===== src/rtl/multicycle_controller.sv =====
// ---------------------------------------------------------------------------
// multicycle_controller
//   Control FSM for a multicycle RISC-V style datapath (lw, sw, R-type,
//   I-type ALU, jal, beq, bne). Each state drives datapath enables and mux
//   selects. Undecodable instructions park the machine in TRAP until reset.
//   A counter tracks retired instructions.
//
// Parameters
//   SUPPORT_IALU  1 enables I-type ALU ops (op 0010011)
//   SUPPORT_JAL   1 enables jal (op 1101111)
//   SUPPORT_BNE   1 enables bne (op 1100011, funct3 001)
//   WAIT_MEM      0 treats mem_ready as permanently high
//   CNT_W         width of the retired-instruction counter
//
// Ports
//   clk, reset            clock, asynchronous active-high reset
//   op, funct3            fields from the instruction register
//   Zero                  ALU zero flag
//   mem_ready             memory access complete
//   PCWrite, AdrSrc, MemWrite, IRWrite, RegWrite   datapath enables/selects
//   ResultSrc             00 ALUOut, 01 Data, 10 ALUResult
//   ALUSrcA               00 PC, 01 OldPC, 10 RD1
//   ALUSrcB               00 RD2, 01 Imm, 10 constant 4
//   ALUOp                 00 add, 01 sub, 10 funct-decoded
//   ImmSrc                00 I, 01 S, 10 B, 11 J
//   illegal               sticky illegal-instruction flag
//   retired               retired-instruction count (wraps silently)
//   state                 current state code
// ---------------------------------------------------------------------------
module multicycle_controller #(
  parameter bit SUPPORT_IALU = 1'b1,
  parameter bit SUPPORT_JAL  = 1'b1,
  parameter bit SUPPORT_BNE  = 1'b1,
  parameter bit WAIT_MEM     = 1'b1,
  parameter int CNT_W        = 32
) (
  input  logic             clk,
  input  logic             reset,
  input  logic [6:0]       op,
  input  logic [2:0]       funct3,
  input  logic             Zero,
  input  logic             mem_ready,
  output logic             PCWrite,
  output logic             AdrSrc,
  output logic             MemWrite,
  output logic             IRWrite,
  output logic             RegWrite,
  output logic [1:0]       ResultSrc,
  output logic [1:0]       ALUSrcA,
  output logic [1:0]       ALUSrcB,
  output logic [1:0]       ALUOp,
  output logic [1:0]       ImmSrc,
  output logic             illegal,
  output logic [CNT_W-1:0] retired,
  output logic [3:0]       state
);

  typedef enum logic [3:0] {
    FETCH    = 4'd0,
    DECODE   = 4'd1,
    MEMADR   = 4'd2,
    MEMREAD  = 4'd3,
    MEMWB    = 4'd4,
    MEMWRITE = 4'd5,
    EXECR    = 4'd6,
    EXECI    = 4'd7,
    ALUWB    = 4'd8,
    JAL      = 4'd9,
    BRANCH   = 4'd10,
    TRAP     = 4'd15
  } state_t;

  localparam logic [6:0] OP_LOAD   = 7'b0000011;
  localparam logic [6:0] OP_STORE  = 7'b0100011;
  localparam logic [6:0] OP_RTYPE  = 7'b0110011;
  localparam logic [6:0] OP_ITYPE  = 7'b0010011;
  localparam logic [6:0] OP_JAL    = 7'b1101111;
  localparam logic [6:0] OP_BRANCH = 7'b1100011;
  localparam logic [2:0] F3_BEQ    = 3'b000;
  localparam logic [2:0] F3_BNE    = 3'b001;

  state_t           state_q, state_d;
  logic [CNT_W-1:0] retired_q;
  logic             memReady;
  logic             retireEvent;

  // Without memory wait states every access completes in one cycle.
  assign memReady = WAIT_MEM ? mem_ready : 1'b1;

  // An instruction retires on the edge that leaves its final state.
  assign retireEvent = (state_q == MEMWB) || (state_q == ALUWB) ||
                       (state_q == BRANCH) ||
                       ((state_q == MEMWRITE) && memReady);

  // Next-state selection; op/funct3 come from the instruction register and
  // stay stable for the whole instruction.
  always_comb begin
    state_d = state_q;
    case (state_q)
      FETCH:    if (memReady) state_d = DECODE;
      DECODE: begin
        if (op == OP_LOAD || op == OP_STORE)
          state_d = MEMADR;
        else if (op == OP_RTYPE)
          state_d = EXECR;
        else if (op == OP_ITYPE && SUPPORT_IALU)
          state_d = EXECI;
        else if (op == OP_JAL && SUPPORT_JAL)
          state_d = JAL;
        else if (op == OP_BRANCH &&
                 (funct3 == F3_BEQ || (funct3 == F3_BNE && SUPPORT_BNE)))
          state_d = BRANCH;
        else
          state_d = TRAP;
      end
      MEMADR:   state_d = (op == OP_LOAD) ? MEMREAD : MEMWRITE;
      MEMREAD:  if (memReady) state_d = MEMWB;
      MEMWB:    state_d = FETCH;
      MEMWRITE: if (memReady) state_d = FETCH;
      EXECR:    state_d = ALUWB;
      EXECI:    state_d = ALUWB;
      ALUWB:    state_d = FETCH;
      JAL:      state_d = ALUWB;
      BRANCH:   state_d = FETCH;
      TRAP:     state_d = TRAP;
      default:  state_d = FETCH;
    endcase
  end

  // State and retired counter; reset aborts any instruction in flight.
  always_ff @(posedge clk or posedge reset) begin
    if (reset) begin
      state_q   <= FETCH;
      retired_q <= '0;
    end else begin
      state_q <= state_d;
      if (retireEvent)
        retired_q <= retired_q + CNT_W'(1);
    end
  end

  // Output decode. Write enables are additionally masked by reset so that an
  // asserted reset can never let a write through, even in FETCH with
  // mem_ready high.
  always_comb begin
    PCWrite   = 1'b0;
    AdrSrc    = 1'b0;
    MemWrite  = 1'b0;
    IRWrite   = 1'b0;
    RegWrite  = 1'b0;
    ResultSrc = 2'b00;
    ALUSrcA   = 2'b00;
    ALUSrcB   = 2'b00;
    ALUOp     = 2'b00;
    ImmSrc    = 2'b00;
    case (state_q)
      FETCH: begin
        ALUSrcB   = 2'b10;
        ResultSrc = 2'b10;
        IRWrite   = memReady;
        PCWrite   = memReady;
      end
      DECODE: begin
        // OldPC + imm precomputes the branch/jump target.
        ALUSrcA = 2'b01;
        ALUSrcB = 2'b01;
        ImmSrc  = (op == OP_JAL) ? 2'b11 : 2'b10;
      end
      MEMADR: begin
        ALUSrcA = 2'b10;
        ALUSrcB = 2'b01;
        ImmSrc  = (op == OP_LOAD) ? 2'b00 : 2'b01;
      end
      MEMREAD: begin
        AdrSrc = 1'b1;
      end
      MEMWB: begin
        ResultSrc = 2'b01;
        RegWrite  = 1'b1;
      end
      MEMWRITE: begin
        AdrSrc   = 1'b1;
        MemWrite = 1'b1;
      end
      EXECR: begin
        ALUSrcA = 2'b10;
        ALUOp   = 2'b10;
      end
      EXECI: begin
        ALUSrcA = 2'b10;
        ALUSrcB = 2'b01;
        ALUOp   = 2'b10;
      end
      ALUWB: begin
        RegWrite = 1'b1;
      end
      JAL: begin
        ALUSrcA = 2'b01;
        ALUSrcB = 2'b10;
        PCWrite = 1'b1;
      end
      BRANCH: begin
        ALUSrcA = 2'b10;
        ALUOp   = 2'b01;
        PCWrite = (funct3 == F3_BNE) ? ~Zero : Zero;
      end
      default: begin
      end
    endcase
    if (reset) begin
      PCWrite  = 1'b0;
      IRWrite  = 1'b0;
      MemWrite = 1'b0;
      RegWrite = 1'b0;
    end
  end

  // TRAP is only left through reset, so the flag is sticky by construction.
  assign illegal = (state_q == TRAP);
  assign retired = retired_q;
  assign state   = state_q;

endmodule

===== config.mk =====
export PLATFORM = sky130hd
export DESIGN_NAME = multicycle_controller
export DESIGN_NICKNAME = d
export VERILOG_FILES = /design/src/rtl/multicycle_controller.sv
export SDC_FILE = /design/constraint.sdc
export NUM_CORES = 1
export LEC_CHECK = 0
export CAP_MARGIN = 0
export CELL_PAD_IN_SITES_DETAIL_PLACEMENT = 1
export CELL_PAD_IN_SITES_GLOBAL_PLACEMENT = 1
export CORE_UTILIZATION = 28
export DETAILED_ROUTE_END_ITERATION = 7
export GPL_ROUTABILITY_DRIVEN = 0
export PLACE_DENSITY_LB_ADDON = 0.3
export SYNTH_ARGS = -nofsm -noshare
export SYNTH_HDL_FRONTEND = slang
export SYNTH_SLANG_ARGS = --single-unit

===== constraint.sdc =====
create_clock -name clk -period 2.9 [get_ports clk]
set_input_delay 0.87 -clock clk [delete_from_list [all_inputs] [get_ports clk]]
set_output_delay 0.87 -clock clk [all_outputs]
set_load 0.01 [all_outputs]

---- After elaboration in Yosys (flattened, before gate mapping) ----
Index checks and enable logic that the tools add are counted.
cells by class
  bitwise operators ....................... 1
  multiplexer cells ....................... 27
  reductions and logical operators ........ 18
  add/subtract/negate cells ............... 1
  equality and inequality tests ........... 21
operators with widths
  kind                                                              number
  32-bit by 1-bit adder with 32-bit output (second input constant)  1
  4-bit one-hot mux with 7 select lines                             1
  4-bit two-way mux                                                 6
  2-bit one-hot mux with 2 select lines                             5
  4-bit by 3-bit == test with 1-bit output (second input constant)  4
  4-bit == test (second input constant)                             4
  7-bit by 6-bit == test with 1-bit output (second input constant)  2
  7-bit == test (second input constant)                             2
  1-bit two-way mux                                                 11
  2-bit OR reduction                                                5
  3-bit two-way mux                                                 3
  4-bit by 2-bit == test with 1-bit output (second input constant)  2
  7-bit by 2-bit == test with 1-bit output (second input constant)  1
  7-bit by 5-bit == test with 1-bit output (second input constant)  1
  2-bit != test (second input constant)                             3
  3-bit OR reduction                                                2
  1-bit logical OR                                                  5
  4-bit by 1-bit == test with 1-bit output (second input constant)  1
  4-bit zero test                                                   1
  4-bit OR reduction                                                1
  3-bit by 1-bit == test with 1-bit output (second input constant)  1
  3-bit zero test                                                   1
  1-bit one-hot mux with 3 select lines                             1
  3-bit AND reduction                                               1
  2 further kinds                                                   3
word-level totals
  input bits .............................. 14
  bits in registers ....................... 36

---- Depth between registers and ports, before layout ----
  depth in word-level cells ............... 9
  depth in mapped cells ................... 6
  depth with buffers taken out ............ 5

---- Worst setup path before layout ----
No wires, ideal clock.
  kind .................................... input port to output port
  start ................................... input reset
  end ..................................... output IRWrite
  arrival ................................. 1.968 ns
  required time ........................... 2.030 ns
  stages on the path ...................... 2
  slack ................................... 0.062 ns
  cells stage by stage .................... inv_1 and3_1
on the way
  word-level cells in the longest chain between the ends .. 1
RTL lines
  item               RTL line  RTL
  start, declared    38        input logic reset,
  1-bit two-way mux  210       if (reset) begin
  end, declared      46        output logic IRWrite,
No other way between the ends.

---- Worst setup path in the final report ----
  start ................................... input op[1]
  end ..................................... output ImmSrc[0]
on the way
  word-level cells in the longest chain between the ends .. 3
RTL lines
  item                                                                              RTL line  RTL
  start, declared                                                                   39        input logic [6:0] op,
  7-bit by 2-bit == test with 1-bit output / 7-bit == test (equally long branches)  172, 167
  1-bit two-way mux, on equally long branches                                       172, 167
  2-bit one-hot mux with 2 select lines (*)                                         156       case (state_q)
  end, declared                                                                     52        output logic [1:0] ImmSrc,
Mark *: on every way between the ends. The rest lies on a longest branch, timed or not.

==> reports/metrics.csv <==
metric;value;unit
CP Max Fanout;2;
FF+latch count, synth;36;
Power, Total;2.121;mW
Clock Skew;2.433;ps
die area;8114;µm²
top cells by count, synth;dfrtp_1 (36), xnor2_1 (31), nand4_1 (23);
cell total after placement;395;
Worst Path Arrival;1990;ps
PortBufs;65;
Final Cycle Share;98.49;%
setup violators final;0;
Syn Std Cell Area;2172;µm²
WS Path Type;primary input to primary output;
syn nets;234;
vias per cell;4.988;
grt total ovfl;0;
buffers and inverters on the worst path;2;
HPWL Detailed;4513;µm
Routed Antenna Nets;0;
CTS tree;built;
Initial Utilization;29.47;%
worst skew pair latency;280;ps
most numerous cell in the Yosys netlist;dfrtp_1;
Synth Instances;219;
num rows;31;
H-tree depth;2;
final wirelength;6181;µm
YS warnings;0;
Vias;2045;
pre-CTS setup slack;-854.4;ps
core area;7370;µm²
fin nets;325;
Die X;90.08;µm
CTS Buffer Depth;2;
antenna cells;0;
crit path from;op[1];
hold_ws;473.1;ps
status;finished clean;
top cell type's share of synthesized area;41.47;%
Die Y;90.08;µm
RSZ-0062 raised after global routing;true;
CTS Sinks;36;
critical path launch point type;primary input;
PD cells;655.4;nW/µm²
Tmin final;2856;ps
global-route wire length before repair;10490;µm
CP max stage cell;or4b_4;
setup TNS;0;ps
Reg clk slew, reported paths;70;ps
DRT Pass-1 Iters;4;
Crit path largest cell delay;480;ps
Root Buffer Master;clkbuf_8;
largest cells by area after synthesis;dfrtp_1 (41%), xnor2_1 (13%), nand4_1 (6.6%);
Ports;66;
Post-synth EDFFs;0;
worst reg2reg startpoint;state[0];
setup ws final;43.73;ps
Synth cell types;48;
Leakage;1.366;nW
Least-Margin Pin Slew;474.8;ps
final-report hold violation count;0;
initial antenna violation count;0;
Max Fclk;350.1;MHz
fill cell count;837;
routed len/inst;15.08;µm
total track usage;15.75;%
crit path cell chain;dlygate4sd2_1, nand2_2, or4b_4, a22o_1, buf_2;
most area-hungry cell type in the Yosys netlist;dfrtp_1;
VDD IR max;0.2696;mV
Crit path required time;2030;ps
asr flop ratio synth;100.0;%
CTS buffer count;5;
pins over their slew limit;0;
Mean Syn Cell Area;9.918;µm²
family with the most delay on the worst path;simple AND/OR/NAND/NOR gates;
area grow syn2layout;49.02;%
Synth Flop Type;dfrtp_1;
Hold-fix buffers, CTS;0;
CP endpoint kind;primary output;
1st-iter DRT viols;54;
HP Class;register to register;
Residual DRC;0;
Slew HR;68.35;%
Hold Path Origin;retired[31];
number of global-route vias before repair;2113;
sequential area share after synthesis;41.47;%
non-filler instance count after layout;410;
MaxCap Viol Count;0;
largest net degree at the start of global routing;37;
layout cells sized above 1;21.54;%
[final timing paths]
check | end | slack, ps | depth (start not counted)
min | retired[31] | 470 | 1
min reg2reg | retired[31] | 470 | 1
max in group asynchronous | state[2] | 1600 | 4
max | ImmSrc[0] | 40 | 5
max reg2reg | retired[1] | 1090 | 5
min in group asynchronous | state[1] | 940 | 4
[routing by layer]
layer | track usage (%) | up-vias | wire length, µm
li1 | - | 980 | -
met1 | 19.05 | 1015 | 2707
met2 | 28.18 | 42 | 3150
met3 | 3.892 | 8 | 243
met4 | 3.226 | 0 | 80
met5 | 0 | - | 0
[power by group]
group          internal (mW)  switching (mW)
registers              0.572           0.129
logic                  0.539           0.517
clock network          0.194           0.171
total                   1.30           0.817
[cells in the final DEF, fill, tap and decap left out, types with 3 or more instances in the layout]
cell type,count
a21oi_1,4
and2_1,4
and3_1,7
buf_2,4
buf_4,30
clkbuf_2,3
clkbuf_8,6
clkdlybuf4s50_1,46
dfrtp_1,34
dlygate4sd2_1,6
dlymetal6s2s_1,5
inv_1,6
nand2_1,12
nand2b_1,9
nand3_1,11
nand4_1,23
nand4_2,3
nor2_1,9
nor3_1,6
nor3b_1,3
nor4_1,4
o21ai_0,3
xnor2_1,30
xor2_1,3
[cells by family after synthesis]
| group | after synthesis | synth area share, % |
|---|---|---|
| and+or+nand+nor | 109 | 31.45 |
| DFF | 36 | 41.47 |
| xor gates and xnor gates | 34 | 13.71 |
| AOI/OAI and AO/OA | 20 | 8.066 |
| buffers and inverters | 17 | 3.744 |
| muxes | 2 | 0.9792 |
| adders and majority gates | 1 | 0.5759 |
[registers in the layout, indices dropped and copies added, names as in the netlist]
| register | count |
|---|---|
| state | 4 |
| retired | 32 |
[cell type report]
| class | instances | area (µm²) | area share, % |
|---|---|---|---|
| timing repair buffer | 95 | 845.8 | 26.13 |
| sequential | 36 | 905.9 | 27.99 |
| clock buffer | 8 | 90.09 | 2.783 |
| multi-input combinational | 166 | 1249 | 38.58 |
| inverter | 6 | 22.52 | 0.6958 |
| tap | 99 | 123.9 | 3.827 |
[metrics by stage]
stage | cell area [µm²] | util [%]
floorplan | 2172 | -
global placement | 3060 | 41.53
detailed placement | 3060 | 41.53
CTS | 3189 | 43.28
global route | 3237 | 43.92
finish | 3237 | 43.92
[repair_timing]
item,CTS,global route
cloned,0,0
setup endpoints to repair,7,6
setup buffers,6,1
resized for setup,33,19
pin swaps,4,5
No activity file was read; power rests on OpenSTA's default activity.
==> RTL change 1 (config.mk and constraints unchanged) <==
`CNT_W`: 32 -> 64.
--- a/src/rtl/multicycle_controller.sv
+++ b/src/rtl/multicycle_controller.sv
@@ -34,3 +34,3 @@
   parameter bit WAIT_MEM     = 1'b1,
-  parameter int CNT_W        = 32
+  parameter int CNT_W        = 64
 ) (
Ports: changed (resized retired); port bits go from 66 to 98. The function was not compared with the original's and may differ.
==> RTL change 1 against the unedited design <==
The flow now finishes with violations (negative setup slack). Power rose by 64%. Design area rose by 69%. Global-route usage rose by 1.7 points. Utilization fell by 0.88 points. Count of clock-buffer cells in the layout rose by 4. Sequential cell count rose by 32. Synthesized area rose by 70%. Routed wire length rose by 78%. Die area rose by 68%. First-iteration DRC count rose by 54%. Clock power rose to 3.2 times the old value. Worst setup slack got worse by 200 ps. Critical endpoint unchanged. Largest power group is now the clock network.
==> RTL change 1: results <==
metrics = {
    "status": {
        "outcome": "complete, but fails checks",
        "violations": "negative setup slack",
    },
    "final_layout": {
        "stdcell_count": 680,
        "seq_share_pct": 31.1,
        "layout-drive-gt1-share_pct": 16.5,
        "multiInputGateArea_um2": 1970,
        "final_nets": 518,
        "fillers": 1499,
        "postLayoutCellArea_um2": 5480,
        "design.seq.count": 68,
        "nonClockInverterCount": 7,
        "largest_register_ffs": 64,
    },
    "cts": {
        "cts-root-buf": "clkbuf_16",
        "cts_resized": 51,
        "cts_buffers": 9,
        "htree_num_levels": 3,
        "clk_latency_ps": 330,
        "cts_setup_buffers": 1,
    },
    "floorplan": {
        "tap_cells": 172,
    },
    "pwr": {
        "power.switching_mw": 1.11,
        "p_leak_nw": 2.42,
        "seq_power_share_pct": 33.0,
        "irDropWorstVdd_mv": 0.337,
        "comb_power_share_pct": 33.0,
    },
    "sta": {
        "finalSetupViolCount": 1,
        "slew_headroom_pct": 66.7,
        "finalHoldWorstSlack_ps": 467,
        "skew_ps": 4.09,
        "tns_ps": -154,
        "fin_ws_ps": -154,
    },
    "grt": {
        "grt_max_degree": 69,
        "grt_pass1_wl_um": 18300,
        "grt_pass1_vias": 3529,
        "grt_util_all_layers_pct": 17.5,
    },
    "critical_path": {
        "cp-startpoint": "op[0]",
        "slowest_stage": "or4_4",
        "r2r_cells": 9,
        "r2r_slack_ps": 310,
        "reg2reg_to": "retired[54]",
    },
    "drt": {
        "wl_per_cell_um": 16.1,
        "avgViaCountPerCell": 4.96,
        "initialDrtViolationCount": 83,
    },
    "synth": {
        "ys_seq_area_share_pct": 46.1,
        "synth_cells": 375,
        "synth_area_leaders": "dfrtp_1 (46%), xor2_1 (8.3%), xnor2_1 (6.9%)",
        "synth_commonest_cells": "dfrtp_1 (68), nand2_1 (36), xor2_1 (35), nor2_1 (33), xnor2_1 (29)",
        "synthDistinctLibCells": 46,
        "synth_nets": 390,
    },
    "placement": {
        "portBuffers": 97,
        "hpwlAfterDp_um": 8240,
        "placed_area_um2": 5090,
        "dp_slack_ps": -880,
    },
    "hold_path": {
        "holdPathEnd": "retired[63]",
    },
}
RTL change 1: changes by cell type after synthesis, moves of 3 or more:
cell | unedited run | this run
dfrtp_1 | 36 | 68
xor2_1 | 3 | 35
nand2_1 | 13 | 36
nor2_1 | 10 | 33
nor3_1 | 7 | 25
nand3_1 | 11 | 22
nor4_1 | 4 | 12
nor2b_1 | 0 | 6
clkbuf_1 | 4 | 9
and4_1 | 0 | 3
nand4_4 | 0 | 3
RTL change 1: layer usage:
layer	track usage [%]	part of all wire [%]	vias to the layer above
met5	0	0	-
met4	5.15	1.1	0
met3	4.36	4.8	9
met2	29.3	49	75
met1	22.2	45	1697
li1	-	-	1592
RTL change 1: kinds of logic after synthesis:
kind of cell,after synthesis,share of synthesized area (%)
AOI/OAI and AO/OA,21,4.34
xor gates and xnor gates,65,15.6
adders and majority gates,1,0.339
buffers and inverters,22,2.38
DFF,68,46.1
muxes,1,0.305
and+or+nand+nor,197,30.8
==> RTL change 2 (same settings) <==
Without the edit above. Put one more register stage on the output `retired`, with the module's reset. The value now appears one clock later. The other outputs are not delayed to match.
--- a/src/rtl/multicycle_controller.sv
+++ b/src/rtl/multicycle_controller.sv
@@ -219,3 +219,9 @@
   assign illegal = (state_q == TRAP);
-  assign retired = retired_q;
+  always_ff @(posedge clk or posedge reset) begin
+    if (reset) begin
+      retired <= '0;
+    end else begin
+      retired <= retired_q;
+    end
+  end
   assign state   = state_q;
Check against the original RTL: not equivalent (Yosys sat finds a counterexample within 4 cycles, from zero or initial values and one cycle with reset high).
==> RTL change 2 against the unedited design <==
Power increased by 39%. Sequential cell count increased by 32. Design area increased by 27%. Worst setup slack improved by 24 ps. Synthesized area increased by 35%. Hold slack got worse by 42 ps. Clock skew increased by 5.2 ps. Highest routed layer unchanged. Via count increased by 12%. Maximum frequency increased by 0.85%. Routed wire length increased by 11%.
==> RTL change 2: results <==
metrics = {
    "placement": {
        "placed_area_um2": 3910,
        "portBuffers": 65,
        "dp.cells": 468,
        "hpwlAfterDp_um": 4970,
    },
    "synth": {
        "post_synth.cell_area_avg_um2": 11.3,
        "synth_area_leaders": "dfrtp_1 (58%), xnor2_1 (5.4%), xor2_1 (5.1%)",
        "synth_nets": 273,
        "ys_warn_count": 0,
        "synthDistinctLibCells": 45,
        "synth_commonest_cells": "dfrtp_1 (68), nand2_1 (21), xnor2_1 (18), xor2_1 (17), nor2_1 (13)",
        "ys_seq_area_share_pct": 58.1,
        "synth-async-reset-ratio_pct": 100,
    },
    "drt": {
        "avgViaCountPerCell": 4.72,
        "highest_layer": "met4",
        "initialDrtViolationCount": 51,
        "wl_um": 6890,
        "dr_wl_met2_um": 3350,
        "wl_met1_um": 3170,
        "first_pass_iters": 4,
        "dr_wl_met3_um": 289,
    },
    "critical_path": {
        "worst_path_largest_cell_delay_ps": 450,
        "slowest_stage": "or4_4",
        "crit_fanout": 2,
        "arrival_ps": 1960,
        "r2r_cells": 5,
        "reg2reg_to": "retired_q[19]",
        "r2r_slack_ps": 810,
        "critPathTopFamily": "simple AND/OR/NAND/NOR gates",
        "r2r_start": "state[0]",
    },
    "grt": {
        "grt_util_all_layers_pct": 13.6,
        "grt_max_degree": 69,
        "grt_pass1_wl_um": 11700,
        "antenna_found_initial": 0,
    },
    "sta": {
        "skew_ps": 7.67,
        "tightest_slew_ps": 473,
        "finalHoldWorstSlack_ps": 431,
    },
    "final_layout": {
        "num_antenna_cells": 0,
        "stdcell_count": 485,
        "final_nets": 362,
        "layout-drive-gt1-share_pct": 19.3,
    },
    "pwr": {
        "irDropWorstVdd_mv": 0.313,
        "p_leak_nw": 1.78,
    },
    "hold_path": {
        "hold_depth": 0,
        "holdPathEnd": "retired[31]",
        "hold_path_class": "reg2reg",
        "hold_start": "retired_q[31]",
    },
    "cts": {
        "clk_pin_slew_ps": 70,
        "cts-root-buf": "clkbuf_8",
        "htree_num_levels": 3,
        "cts_buffers": 9,
        "clk_latency_ps": 330,
        "cts.path.max_buffers": 2,
    },
    "status": {
        "outcome": "finished clean",
    },
}
==> RTL change 2: power by group <==
part	internal (mW)	switching, mW	leakage, nW
Clock	0.335	0.353	0.0820
Sequential	1.05	0.113	0.861
Combinational	0.552	0.549	0.839
Total	1.94	1.01	1.78
==> RTL change 2: cell families (layout without fill, tap and decap cells) <==
family                     after synthesis  after routing  share of synthesized area, %
and+or+nand+nor                        112            112                          22.1
DFF                                     68             68                          58.1
xor gates and xnor gates                35             35                          10.5
AOI/OAI and AO/OA                       22             22                          5.77
buffers and inverters                   19            113                          2.69
adders and majority gates                1              1                         0.427
muxes                                    1              1                         0.385
==> RTL change 2: worst max-delay path by stage <==
| stage | from | to | cells past startpoint | slack, ps |
|---|---|---|---|---|
| after CTS | mem_ready | IRWrite | 5 | -2 |
| after global routing | mem_ready | PCWrite | 5 | -4 |
| after floorplan | funct3[2] | PCWrite | 4 | 200 |
| after global placement | funct3[0] | PCWrite | 6 | -790 |
| final | op[1] | ImmSrc[0] | 6 | 70 |
| after detailed placement | funct3[2] | PCWrite | 6 | -790 |
==> RTL change 2: cell type report <==
class                           instances  area [um^2]
Sequential cell                        68         1700
Fill cell                            1097         5850
Multi-Input combinational cell        171         1190
Tap cell                              133          166
Inverter                                7         26.3
Clock buffer                           11          141
Timing Repair Buffer                   90          846
Clock inverter                          5         36.3
==> RTL change 2: layer usage <==
| metal | GRT usage, % | up-vias |
|---|---|---|
| met4 | 4.69 | 0 |
| met1 | 18.2 | 1141 |
| met5 | 0 | - |
| li1 | - | 1093 |
| met2 | 21.2 | 48 |
| met3 | 3.82 | 6 |
==> RTL change 2: repair_timing <==
action | in CTS | in global routing
pin swaps | 9 | 7
setup endpoints to repair | 7 | 6
resized for setup | 54 | 12
buffers inserted | 1 | 0
hold buffers | 0 | 0
==> RTL change 2: stage by stage <==
stage,worst slack (ps),power (mW),setup TNS [ps],util [%]
after floorplan,196,1.73,0,-
after global placement,-789,2.28,-2140,39.3
after detailed placement,-786,2.29,-2100,39.3
after CTS,-1.80,2.99,-1.80,41.1
after global routing,-4.36,3.15,-4.36,41.3
final,67.8,2.95,0,41.3
